[config.mk]
export PLATFORM = sky130hd
export DESIGN_NAME = time_setter
export DESIGN_NICKNAME = d
export VERILOG_FILES = /design/src/rtl/time_setter.sv
export SDC_FILE = /design/constraint.sdc
export NUM_CORES = 1
export LEC_CHECK = 0
export CAP_MARGIN = 20
export CELL_PAD_IN_SITES_DETAIL_PLACEMENT = 2
export CELL_PAD_IN_SITES_GLOBAL_PLACEMENT = 2
export CORE_ASPECT_RATIO = 0.8
export CORE_MARGIN = 10
export CORE_UTILIZATION = 42
export CTS_CLUSTER_SIZE = 20
export DETAILED_ROUTE_END_ITERATION = 8
export GPL_TIMING_DRIVEN = 0
export PLACE_DENSITY_LB_ADDON = 0.1
export RECOVER_POWER = 25
export SYNTH_ARGS = -nofsm -noshare
export SYNTH_HDL_FRONTEND = slang
export SYNTH_SLANG_ARGS = --single-unit
export TNS_END_PERCENT = 20
[constraint.sdc]
create_clock -name clk -period 20.9 [get_ports clk]
set_input_delay 4.18 -clock clk [delete_from_list [all_inputs] [get_ports clk]]
set_output_delay 4.18 -clock clk [all_outputs]
set_load 0.1 [all_outputs]
[src/rtl/time_setter.sv]
// rtl/time_setter.sv - push-button date/time editor feeding the current-time counter
// Synchronises and debounces five buttons, then edits the date/time fields through a RUN/EDIT FSM.
module time_setter #(
  parameter int DEB_CYCLES = 2000000,
  parameter int YEAR_RST   = 2024
) (
  input  logic        clk,
  input  logic        rst,
  input  logic        up,
  input  logic        down,
  input  logic        left,
  input  logic        right,
  input  logic        middle,
  output logic [14:0] year_d,
  output logic [3:0]  month_d,
  output logic [4:0]  day_d,
  output logic [5:0]  hour_d,
  output logic [5:0]  min_d,
  output logic [5:0]  sec_d,
  output logic [3:0]  week_s,
  output logic [3:0]  mode,
  output logic [2:0]  sel,
  output logic        load
);

  localparam int CW = (DEB_CYCLES < 2) ? 1 : $clog2(DEB_CYCLES + 1);

  typedef enum logic {RUN, EDIT} state_t;

  // Bit order: [4] middle, [3] left, [2] right, [1] up, [0] down.
  logic [4:0]    raw;
  logic [4:0]    sync1, sync2, stable, stable_q, press;
  logic [CW-1:0] cnt [5];
  state_t        state;
  logic          p_mid, p_left, p_right, p_up, p_down;

  assign raw = {middle, left, right, up, down};

  always_ff @(posedge clk) begin
    if (rst) begin
      sync1    <= '0;
      sync2    <= '0;
      stable   <= '0;
      stable_q <= '0;
      for (int i = 0; i < 5; i++) cnt[i] <= '0;
    end else begin
      sync1    <= raw;
      sync2    <= sync1;
      stable_q <= stable;
      for (int i = 0; i < 5; i++) begin
        // Any cycle where the synchronised level agrees with stable restarts the count.
        if (sync2[i] != stable[i]) begin
          if (cnt[i] == CW'(DEB_CYCLES - 1)) begin
            stable[i] <= sync2[i];
            cnt[i]    <= '0;
          end else begin
            cnt[i] <= cnt[i] + 1'b1;
          end
        end else begin
          cnt[i] <= '0;
        end
      end
    end
  end

  assign press = stable & ~stable_q;

  always_comb begin
    p_mid   = press[4];
    p_left  = press[3] & ~press[4];
    p_right = press[2] & ~|press[4:3];
    p_up    = press[1] & ~|press[4:2];
    p_down  = press[0] & ~|press[4:1];
  end

  function automatic logic [4:0] days_in_month(input logic [3:0] m, input logic [14:0] y);
    logic leap;
    leap = ((y % 15'd4) == 15'd0 && (y % 15'd100) != 15'd0) || (y % 15'd400) == 15'd0;
    case (m)
      4'd4, 4'd6, 4'd9, 4'd11: days_in_month = 5'd30;
      4'd2:                    days_in_month = leap ? 5'd29 : 5'd28;
      default:                 days_in_month = 5'd31;
    endcase
  endfunction

  function automatic logic [14:0] step(input logic [14:0] v, input logic [14:0] lo,
                                       input logic [14:0] hi, input logic inc);
    if (inc) step = (v == hi) ? lo : v + 15'd1;
    else     step = (v == lo) ? hi : v - 15'd1;
  endfunction

  function automatic logic [4:0] clamp_day(input logic [4:0] d, input logic [4:0] dmax);
    clamp_day = (d > dmax) ? dmax : d;
  endfunction

  logic [14:0] year_n;
  logic [3:0]  month_n;
  logic [4:0]  day_max;

  always_comb begin
    year_n  = step(year_d, 15'd0, 15'd9999, p_up);
    month_n = 4'(step({11'd0, month_d}, 15'd1, 15'd12, p_up));
    day_max = days_in_month(month_d, year_d);
  end

  always_ff @(posedge clk) begin
    if (rst) begin
      state   <= RUN;
      mode    <= 4'd0;
      sel     <= 3'd0;
      load    <= 1'b0;
      year_d  <= 15'(YEAR_RST);
      month_d <= 4'd1;
      day_d   <= 5'd1;
      hour_d  <= 6'd0;
      min_d   <= 6'd0;
      sec_d   <= 6'd0;
      week_s  <= 4'd1;
    end else begin
      load <= 1'b0;
      case (state)
        RUN: begin
          if (p_mid) begin
            state <= EDIT;
            mode  <= 4'd1;
            sel   <= 3'd0;
          end
        end
        EDIT: begin
          if (p_mid) begin
            state <= RUN;
            mode  <= 4'd0;
            load  <= 1'b1;
          end else if (p_left) begin
            sel <= (sel == 3'd0) ? 3'd6 : sel - 3'd1;
          end else if (p_right) begin
            sel <= (sel == 3'd6) ? 3'd0 : sel + 3'd1;
          end else if (p_up || p_down) begin
            // Year/month changes clamp the day against the new month length in the same cycle.
            case (sel)
              3'd0: begin
                year_d <= year_n;
                day_d  <= clamp_day(day_d, days_in_month(month_d, year_n));
              end
              3'd1: begin
                month_d <= month_n;
                day_d   <= clamp_day(day_d, days_in_month(month_n, year_d));
              end
              3'd2: day_d  <= 5'(step({10'd0, day_d}, 15'd1, {10'd0, day_max}, p_up));
              3'd3: hour_d <= 6'(step({9'd0, hour_d}, 15'd0, 15'd23, p_up));
              3'd4: min_d  <= 6'(step({9'd0, min_d}, 15'd0, 15'd59, p_up));
              3'd5: sec_d  <= 6'(step({9'd0, sec_d}, 15'd0, 15'd59, p_up));
              3'd6: week_s <= 4'(step({11'd0, week_s}, 15'd1, 15'd7, p_up));
              default: ;
            endcase
          end
        end
        default: state <= RUN;
      endcase
    end
  end

endmodule
-- Word-level counts from Yosys, hierarchy flattened
Memories as Yosys holds them, arrays and structs flattened.
Index checks and enable logic that the tools add are counted.
- memories kept: 1
- input port bits: 7
- word-level logic and storage cells: 282
- RAM bits: 105
- register bits after elaboration: 75
- memory list (memory ; depth ; width ; rd ports ; clocked after Yosys merged registers in ; wr ports ; line ; text):
    cnt ; 5 ; 21 ; 5 ; 0 ; 5 ; 33 ; logic [CW-1:0] cnt [5];
- multiplexer cells: 128
- reductions and logical operators: 40
- $add $sub $neg: 21
- divide/modulo/power cells: 4
- eq/ne operators: 42
- bitwise gates (word level): 25
- order comparisons: 2
- operators with widths (operator ; count):
    2-to-1 mux 21 bit ; 15
    adder 21 x 1 -> 21 bit, second input constant ; 5
    equality test 21 bit, second input constant ; 5
    2-to-1 mux 5 bit ; 19
    logical NOT 15 bit ; 5
    2-to-1 mux 1 bit ; 61
    2-to-1 mux 6 bit ; 9
    2-to-1 mux 15 bit ; 3
    AND reduction 6 bit ; 6
    2-to-1 mux 4 bit ; 8
    modulo 15 x 7 -> 15 bit, second input constant ; 2
    modulo 15 x 9 -> 15 bit, second input constant ; 2
    nonzero test 15 bit ; 2
    equality test 4 x 3 -> 1 bit, second input constant ; 5
    equality test 4 bit, second input constant ; 5
    adder 6 x 1 -> 6 bit, second input constant ; 3
    logical NOT 6 bit ; 3
    2-to-1 mux 3 bit ; 6
    subtractor 6 x 1 -> 6 bit, second input constant ; 3
    adder 15 x 1 -> 15 bit, second input constant ; 1
    equality test 15 x 14 -> 1 bit, second input constant ; 1
    bitwise OR 1 bit ; 15
    case mux 5 bit (3 select lines) ; 1
    subtractor 15 x 1 -> 15 bit, second input constant ; 1
    39 further kinds ; 76

-- Logic depth before layout (Yosys ltp)
Gate-level depths: netlist of run 1.
- depth in word-level cells: 22
- mapped depth: 42

-- Worst setup path after synthesis of run 1
OpenSTA, ideal clock, no wires.
- kind: reg2reg
- start point: reg year_d[0]
- end point: reg day_d[2]
- arrival time: 8.249 ns
- slack: 12.517 ns
- cell stages (with the launch flop): 39
- buffers on the path: 4
- period minus slack after synthesis: 8.383 ns
- required time: 20.766 ns
- cells stage by stage: dfxtp_1 buf_2 inv_1 ha_1 nor4b_2 nand4_1 nand2_1 or3_1 clkbuf_1 and2_1 buf_4 o2111ai_1 o21a_1 nand3_1 a21bo_4 xnor2_4 nor3_2 o22ai_2 [3 not listed] or4b_1 o211ai_2 buf_2 nor2_1 nand3_1 o21ai_1 o41a_1 and4bb_1 nor4_1 ha_1 a21oi_1 nand2_1 nand2_1 nand3_1 or3_1 or3_1 a21oi_1 a211oi_1
- cells in the longest elaborated chain, start to end: 19
- elaborated cells between the ends (all ways): 49
- ends and longest elaborated chain (item ; line ; text):
    start: declaration ; 14 ; output logic [14:0] year_d,
    start signal: assignment ; 112 ; year_d <= 15'(YEAR_RST);
    start signal: assignment ; 142 ; year_d <= year_n;
    subtractor 15 x 1 -> 15 bit, or another cell as far along ; 89 ; else step = (v == lo) ? hi : v - 15'd1;
    2-to-1 mux 15 bit, on equally long branches ; 89, 88 ;
    2-to-1 mux 15 bit ; 88 ; if (inc) step = (v == hi) ? lo : v + 15'd1;
    modulo 15 x 7 -> 15 bit ; 78 ; leap = ((y % 15'd4) == 15'd0 && (y % 15'd100) != 15'd0) || (y % 15'd400) == 15'd0;
    nonzero test 15 bit ; 78 ;
    logical AND 1 bit ; 78 ;
    logical OR 1 bit ; 78 ;
    2-to-1 mux 1 bit ; 81 ; 4'd2: days_in_month = leap ? 5'd29 : 5'd28;
    [3 not listed] ; - ;
    2-to-1 mux 5 bit ; 136 ; end else if (p_right) begin
    2-to-1 mux 5 bit ; 134 ; end else if (p_left) begin
    2-to-1 mux 5 bit ; 130 ; if (p_mid) begin
    2-to-1 mux 5 bit ; 121 ; case (state)
    2-to-1 mux 5 bit ; 107 ; if (rst) begin
    greater-than comparator 5 bit ; 93 ; clamp_day = (d > dmax) ? dmax : d;
    != test 2 x 1 -> 1 bit (no source line) ; - ;
    AND reduction 8 bit (no source line) ; - ;
    end signal: assignment ; 143 ; day_d <= clamp_day(day_d, days_in_month(month_d, year_n));
    end signal: assignment ; 147 ; day_d <= clamp_day(day_d, days_in_month(month_n, year_d));
    end signal: assignment ; 149 ; 3'd2: day_d <= 5'(step({10'd0, day_d}, 15'd1, {10'd0, day_max}, p_up));
    end: declaration ; 16 ; output logic [4:0] day_d,
Several ways; a longest one is shown, not always the timed one. The select of a mux whose other input is x is not followed.
A chain may end at the register's enable or synchronous reset.

-- Worst setup path in the final report of run 1
- start point: reg year_d[1]
- end point: reg day_d[2]
The elaborated chain is that of the path after synthesis.

==> results of run 1 <==
## power breakdown
part	leakage (nW)	total [mW]	switching, mW	internal (mW)
clock network	0.311	0.366	0.181	0.186
logic	3.84	0.0285	0.0202	0.00833
registers	1.67	0.389	0.0108	0.378
## critical path, delay by kind of cell (launching register included)
kind | cells | cell delay (ps)
compound gates | 16 | 4150
buf+inv | 4 | 810
fa+ha+maj | 2 | 600
flops | 1 | 590
simple gates | 14 | 3430
xor+xnor | 1 | 430
## flip-flops by register name, indices dropped and copies added (netlist names)
name      count
cnt         105
day_d         5
hour_d        6
load          1
min_d         6
mode          1
month_d       4
sec_d         6
sel           3
stable        5
stable_q      5
state         1
sync1         5
sync2         5
week_s        4
year_d       15
## synth_stat cells, drive strengths merged (11+ instances only)
library cell	number	share of area [%]
ha	40	3.5
xnor2	44	3.0
nor3	37	1.4
a21oi	122	4.4
nand4	34	1.6
xor2	67	4.1
o211ai	27	1.5
a211oi	29	1.7
dfxtp	72	10
nand3	69	2.4
o31ai	13	0.97
or3	36	1.6
and4	12	0.73
o22ai	19	0.91
nor4	21	1.2
and3	49	2.2
nor4b	15	1.1
nor2	228	6.0
mux2i	20	1.4
inv	48	1.2
buf	47	2.1
o21ai	88	3.2
and2	28	1.2
a211o	15	0.91
nor2b	27	1.2
edfxtp	105	22
a31oi	11	0.58
a31o	11	0.67
clkbuf	49	1.3
nand2	141	3.8
nand2b	14	0.68
## how the worst min path moves through the flow
stage | from | endpoint | cells after the start
global placement | sync1[3]$_SDFF_PP0_ | sync2[3]$_SDFF_PP0_ | 1
CTS | sync1[4]$_SDFF_PP0_ | sync2[4]$_SDFF_PP0_ | 1
floorplan | sync1[0]$_SDFF_PP0_ | sync2[0]$_SDFF_PP0_ | 1
finish | sync1[4]$_SDFF_PP0_ | sync2[4]$_SDFF_PP0_ | 1
global route | sync1[4]$_SDFF_PP0_ | sync2[4]$_SDFF_PP0_ | 1
detailed placement | sync1[4]$_SDFF_PP0_ | sync2[4]$_SDFF_PP0_ | 1
## metrics by stage
stage	setup WS, ps	power, mW	hold WS, ps	util (%)	cells
final	10700	0.784	467	49.1	2348
after CTS	11070	0.782	469	49.1	2348
after floorplan	12520	0.411	414	-	1824
after global routing	10210	0.802	484	49.1	2348
after detailed placement	11270	0.422	457	47.2	2316
after global placement	11550	0.419	426	47.2	2315
## cell families (layout without fill, tap and decap cells)
logic type	count (synthesis)	count (layout)	share of synthesized area, %
muxes	25	25	1.83
AOI/OAI and AO/OA	473	473	24.0
DFF	177	177	31.9
adders and majority gates	40	40	3.47
buffers and inverters	144	234	4.66
xor gates and xnor gates	111	111	7.03
other	2	108	0.0521
and+or+nand+nor	746	746	27.2
## cell type report
cell class / count / area share (%)
buffer: 96 / 2.97
multi-input combinational: 1503 / 57.6
clock inverter: 15 / 1.28
timing repair buffer: 58 / 3.46
tap: 434 / 3.28
sequential: 177 / 27.7
inverter: 48 / 1.09
clock buffer: 17 / 2.57
## metal layers
layer  global-route usage, %  vias to the layer above
met3                    4.34                      143
met2                    48.0                      465
met5                       0                        -
met1                    33.9                     7504
met4                    9.95                        0
li1                        -                     6681
==> results.tsv, run 1 <==
stage	metric	value	unit
worst_setup_path	CP endpoint	day_d[2]$_SDFFE_PP0P_	
worst_setup_path	Data required, critical path	21200	ps
run	# Max-Cap Violations	0	
final_layout	multi-input logic area	0.00955	mm2
route	DR top layer	met4	
yosys	Ys Warns	0	
clocking	hold-fix buffers at CTS	0	
route	Pre-antenna DRT Iters	7	
worst_setup_path	Worst Setup Start Kind	flip-flop	
worst_setup_path	CP arrival	10500	ps
route	drt drc	0	
final_layout	leading cell types in the layout, fill and taps excluded	nor2_1 (226), nand2_1 (134), a21oi_1 (119)	
timing	worst-margin pin slew	1060	ps
power_and_ir_drop	worst vdd ir	0.0531	mV
route	DR WL met3	2540	um
final_layout	sequential cell area	0.00459	mm2
yosys	post-synthesis register bit count	177	
placement	DP HPWL	39400	um
placement	RD Place Congestion	0.866	
worst_setup_path	R2R Path End	day_d[2]$_SDFFE_PP0P_	
clocking	Root Driver	clkbuf_16	
clocking	htree depth	4	
route	DRT antenna net count	0	
worst_setup_path	crit path from	year_d[1]$_SDFFE_PP0P_	
worst_setup_path	Reg2Reg Setup Slack	10700	ps
floorplan	Die W	227	um
route	First DRT Iteration DRCs	1190	
yosys	ys async rst share	0	%
worst_setup_path	RR Startpoint	year_d[1]$_SDFFE_PP0P_	
yosys	sequential-to-total area share from yosys stat	31.9	%
worst_setup_path	slowest CP cell	o2bb2ai_1	
global_route	first-pass GRT wire length	93000	um
route	routed vias	14793	
clocking	Setup Fix Bufs, Post-CTS	0	
final_layout	Finished Cell Area	0.0166	mm2
timing	final setup fails	0	
floorplan	FP Rows	60	
worst_setup_path	Crit Path Max Fanout	10	
clocking	CTS tree	yes	
timing	RSZ-0062 raised after global routing	no	
route	wire length after detailed routing	58600	um
final_layout	fillcell total	3802	
clocking	Num CTS Buffers	17	
yosys	cells after synthesis	1718	
global_route	vias in the first global route	16047	
timing	Slew headroom	27.2	%
floorplan	Die ar.	0.0422	mm2
timing	sum of negative setup slack	0	ps
clocking	cells resized by post-CTS repair	0	
final_layout	Nets	1948	
timing	fin crit period	10200	ps
clocking	Max Root-Sink Buffers	2	
route	WL met2	28900	um
power_and_ir_drop	Pleak	5.81	nW
timing	clock skew	13.6	ps
floorplan	core area	0.0338	mm2
worst_setup_path	crit-path most repeated cell	a21oi_1	
clocking	Worst-path clk slew	90	ps
clocking	worst skew pair latency	470	ps
floorplan	# IOs	61	
power_and_ir_drop	PwrDens	47.3	mW/mm2
route	Vias per Instance	6.30	
global_route	GR Util All Layers	27.6	%
placement	DP Area	0.0159	mm2
floorplan	Starting Density	42.7	%
route	wl on met1	25200	um
yosys	Main synth FF type	edfxtp_1	
worst_setup_path	Worst Reg-to-Reg Cells	37	
worst_setup_path	crit path capture type	flip-flop	
worst_setup_path	Worst path max stage delay	660	ps
worst_setup_path	CP Class	reg2reg	
global_route	initial antenna violation count	0	
yosys	Syn Area/Cell	8.39	um2
timing	Highest Clock Rate	98.1	MHz
final_layout	commonest non-fill, non-tap cell in the layout	nor2_1	
route	Wirelength per Cell	24.9	um
yosys	cell area after synthesis	0.0144	mm2
global_route	gr ovfl total	0	
placement	number of port buffers	57	
floorplan	Die Y	186	um
run_status	status	finished, final reports clean	
timing	final worst-path cycle share	48.8	%
yosys	Netlist cell types	127	
timing	final max-slew violation count	0	
yosys	EDFF count, synth	105	
global_route	pin count of the biggest net entering global routing	20	
final_layout	layout cells sized above 1	9.04	%
hold_path	HP Class	reg2reg	
final_layout	Area Overhead vs Synth	14.9	%
final_layout	# diodes	0	
clocking	clock sink count	177	
timing	final hold vios	0	
(Power assumes the default switching activity.)
==> run 2, diff against run 1 <==
Settings changed: CORE_UTILIZATION 42 to 35.
Clock period 20.9 ns to 8.3 ns, I/O delays scaled along.
==> results.tsv, run 2 (synthesis results as in run 1) <==
stage	metric	value	unit
run_status	status	finished with violations	
run_status	failing checks	negative setup slack	
clocking	CTS tree	yes	
final_layout	leading cell types in the layout, fill and taps excluded	nor2_1 (217), nand2_1 (129), buf_4 (115)	
timing	final worst slack	-739	ps
route	drt drc	0	
worst_setup_path	RR Startpoint	year_d[12]$_SDFFE_PP0P_	
timing	final setup fails	5	
final_layout	commonest non-fill, non-tap cell in the layout	nor2_1	
worst_setup_path	Crit Path Max Fanout	10	
floorplan	FP Rows	66	
power_and_ir_drop	worst vdd ir	0.141	mV
route	Pre-antenna DRT Iters	5	
final_layout	largest reg by FF count	cnt	
placement	number of port buffers	57	
timing	Slew headroom	25.0	%
route	wire length after detailed routing	64400	um
route	Wirelength per Cell	25.0	um
final_layout	Largest register FFs	105	
worst_setup_path	crit path from	year_d[12]$_SDFFE_PP0P_	
timing	final max-slew violation count	0	
worst_setup_path	Worst path max stage delay	560	ps
route	Vias per Instance	6.01	
worst_setup_path	crit path capture type	flip-flop	
floorplan	Starting Density	35.4	%
placement	RD Place Congestion	0.859	
clocking	worst skew pair latency	470	ps
clocking	Worst-path clk slew	100	ps
power_and_ir_drop	PwrDens	100	mW/mm2
floorplan	core area	0.0407	mm2
placement	Setup Slack @ Placement	-1390	ps
global_route	vias in the first global route	15497	
global_route	pin count of the biggest net entering global routing	18	
worst_setup_path	CP arrival	9340	ps
power_and_ir_drop	Pleak	6.73	nW
timing	clock skew	26.4	ps
global_route	first-pass GRT wire length	86200	um
placement	DP Area	0.0161	mm2
timing	final hold vios	0	
hold_path	HP Class	reg2reg	
final_layout	final core utilization	46.3	%
route	routed vias	15475	
floorplan	# IOs	61	
clocking	Root Driver	clkbuf_16	
final_layout	# diodes	0	
final_layout	Finished Cell Area	0.0189	mm2
route	First DRT Iteration DRCs	1186	
clocking	Max Root-Sink Buffers	2	
worst_setup_path	Worst Reg-to-Reg Cells	40	
run	# Max-Cap Violations	0	
timing	fin crit period	9040	ps
worst_setup_path	crit-path most repeated cell	buf_6	
placement	DP HPWL	37900	um
clocking	clock sink count	177	
global_route	GR Util All Layers	21.2	%
final_layout	Largest regs	cnt (105), year_d (15)	
route	DRT antenna net count	0	
worst_setup_path	CP endpoint	day_d[2]$_SDFFE_PP0P_	
power_and_ir_drop	total power	1.89	mW
worst_setup_path	Worst Setup Start Kind	flip-flop	
final_layout	Area Overhead vs Synth	30.8	%
worst_setup_path	CP Class	reg2reg	
floorplan	Die W	247	um
worst_setup_path	R2R Path End	day_d[2]$_SDFFE_PP0P_	
worst_setup_path	Reg2Reg Setup Slack	-740	ps
global_route	gr ovfl total	0	
timing	sum of negative setup slack	-2650	ps
timing	final worst-path cycle share	109	%
worst_setup_path	Data required, critical path	8600	ps
clocking	htree depth	4	
global_route	initial antenna violation count	0	
clocking	Num CTS Buffers	17	
timing	worst-margin pin slew	1120	ps
floorplan	Die ar.	0.0498	mm2
final_layout	Nets	2064	
floorplan	Die Y	202	um
timing	Highest Clock Rate	111	MHz
timing	RSZ-0062 raised after global routing	yes	
final_layout	layout cells sized above 1	20.9	%
worst_setup_path	slowest CP cell	or4b_4	
run 2: metal layers:
layer | routed length [um] | global-route usage (%) | part of all wire, %
met1 | 27500 | 27.4 | 43
met2 | 32000 | 35.8 | 50
met3 | 2890 | 3.34 | 4.5
met4 | 2020 | 5.67 | 3.1
met5 | 0 | 0 | 0
run 2: worst min path at each step:
stage                     endpoint                start  depth (start not counted)  slack [ps]
2_1_floorplan  sync2[0]$_SDFF_PP0_  sync1[0]$_SDFF_PP0_                          1         410
3_3_place_gp   sync2[4]$_SDFF_PP0_  sync1[4]$_SDFF_PP0_                          1         430
3_5_place_dp   sync2[0]$_SDFF_PP0_  sync1[0]$_SDFF_PP0_                          1         450
4_1_cts        sync2[0]$_SDFF_PP0_  sync1[0]$_SDFF_PP0_                          1         460
5_1_grt        sync2[3]$_SDFF_PP0_  sync1[3]$_SDFF_PP0_                          1         470
6_report       sync2[3]$_SDFF_PP0_  sync1[3]$_SDFF_PP0_                          1         460
run 2: report_power, final:
part / internal [mW] / switching [mW] / leakage, nW / total [mW]
Clock: 0.434 / 0.410 / 0.284 / 0.844
Sequential: 0.949 / 0.0258 / 1.67 / 0.975
Combinational: 0.0209 / 0.0468 / 4.78 / 0.0677
run 2: cell type report:
cell class	instances	area, um2
Timing Repair Buffer	178	1550
Multi-Input combinational cell	1504	10600
Fill cell	4472	21900
Sequential cell	177	4640
Clock buffer	21	493
Buffer	91	589
Tap cell	544	681
Inverter	48	185
Clock inverter	11	91.3
run 2: worst max-delay path, delay by kind of cell (launching register included):
kind	cells	cell delay (ps)
AOI/OAI and AO/OA	15	2860
adders and majority gates	1	250
xor gates and xnor gates	2	520
DFF	1	390
and+or+nand+nor	14	3430
buffers and inverters	8	1380
run 2: metrics by stage:
step	hold slack, ps	std cells
6_report	460	2574
5_1_grt	471	2574
4_1_cts	462	2495
3_5_place_dp	448	2426
3_3_place_gp	426	2425
2_1_floorplan	414	1824
run 2: timing repair:
item	in CTS	in global routing
endpoints found under the setup margin	5	5
resized for setup	111	173
hold endpoints to repair	0	0
setup buffers	38	82
pin swaps	40	84
hold buffers	0	0
cloned	2	1
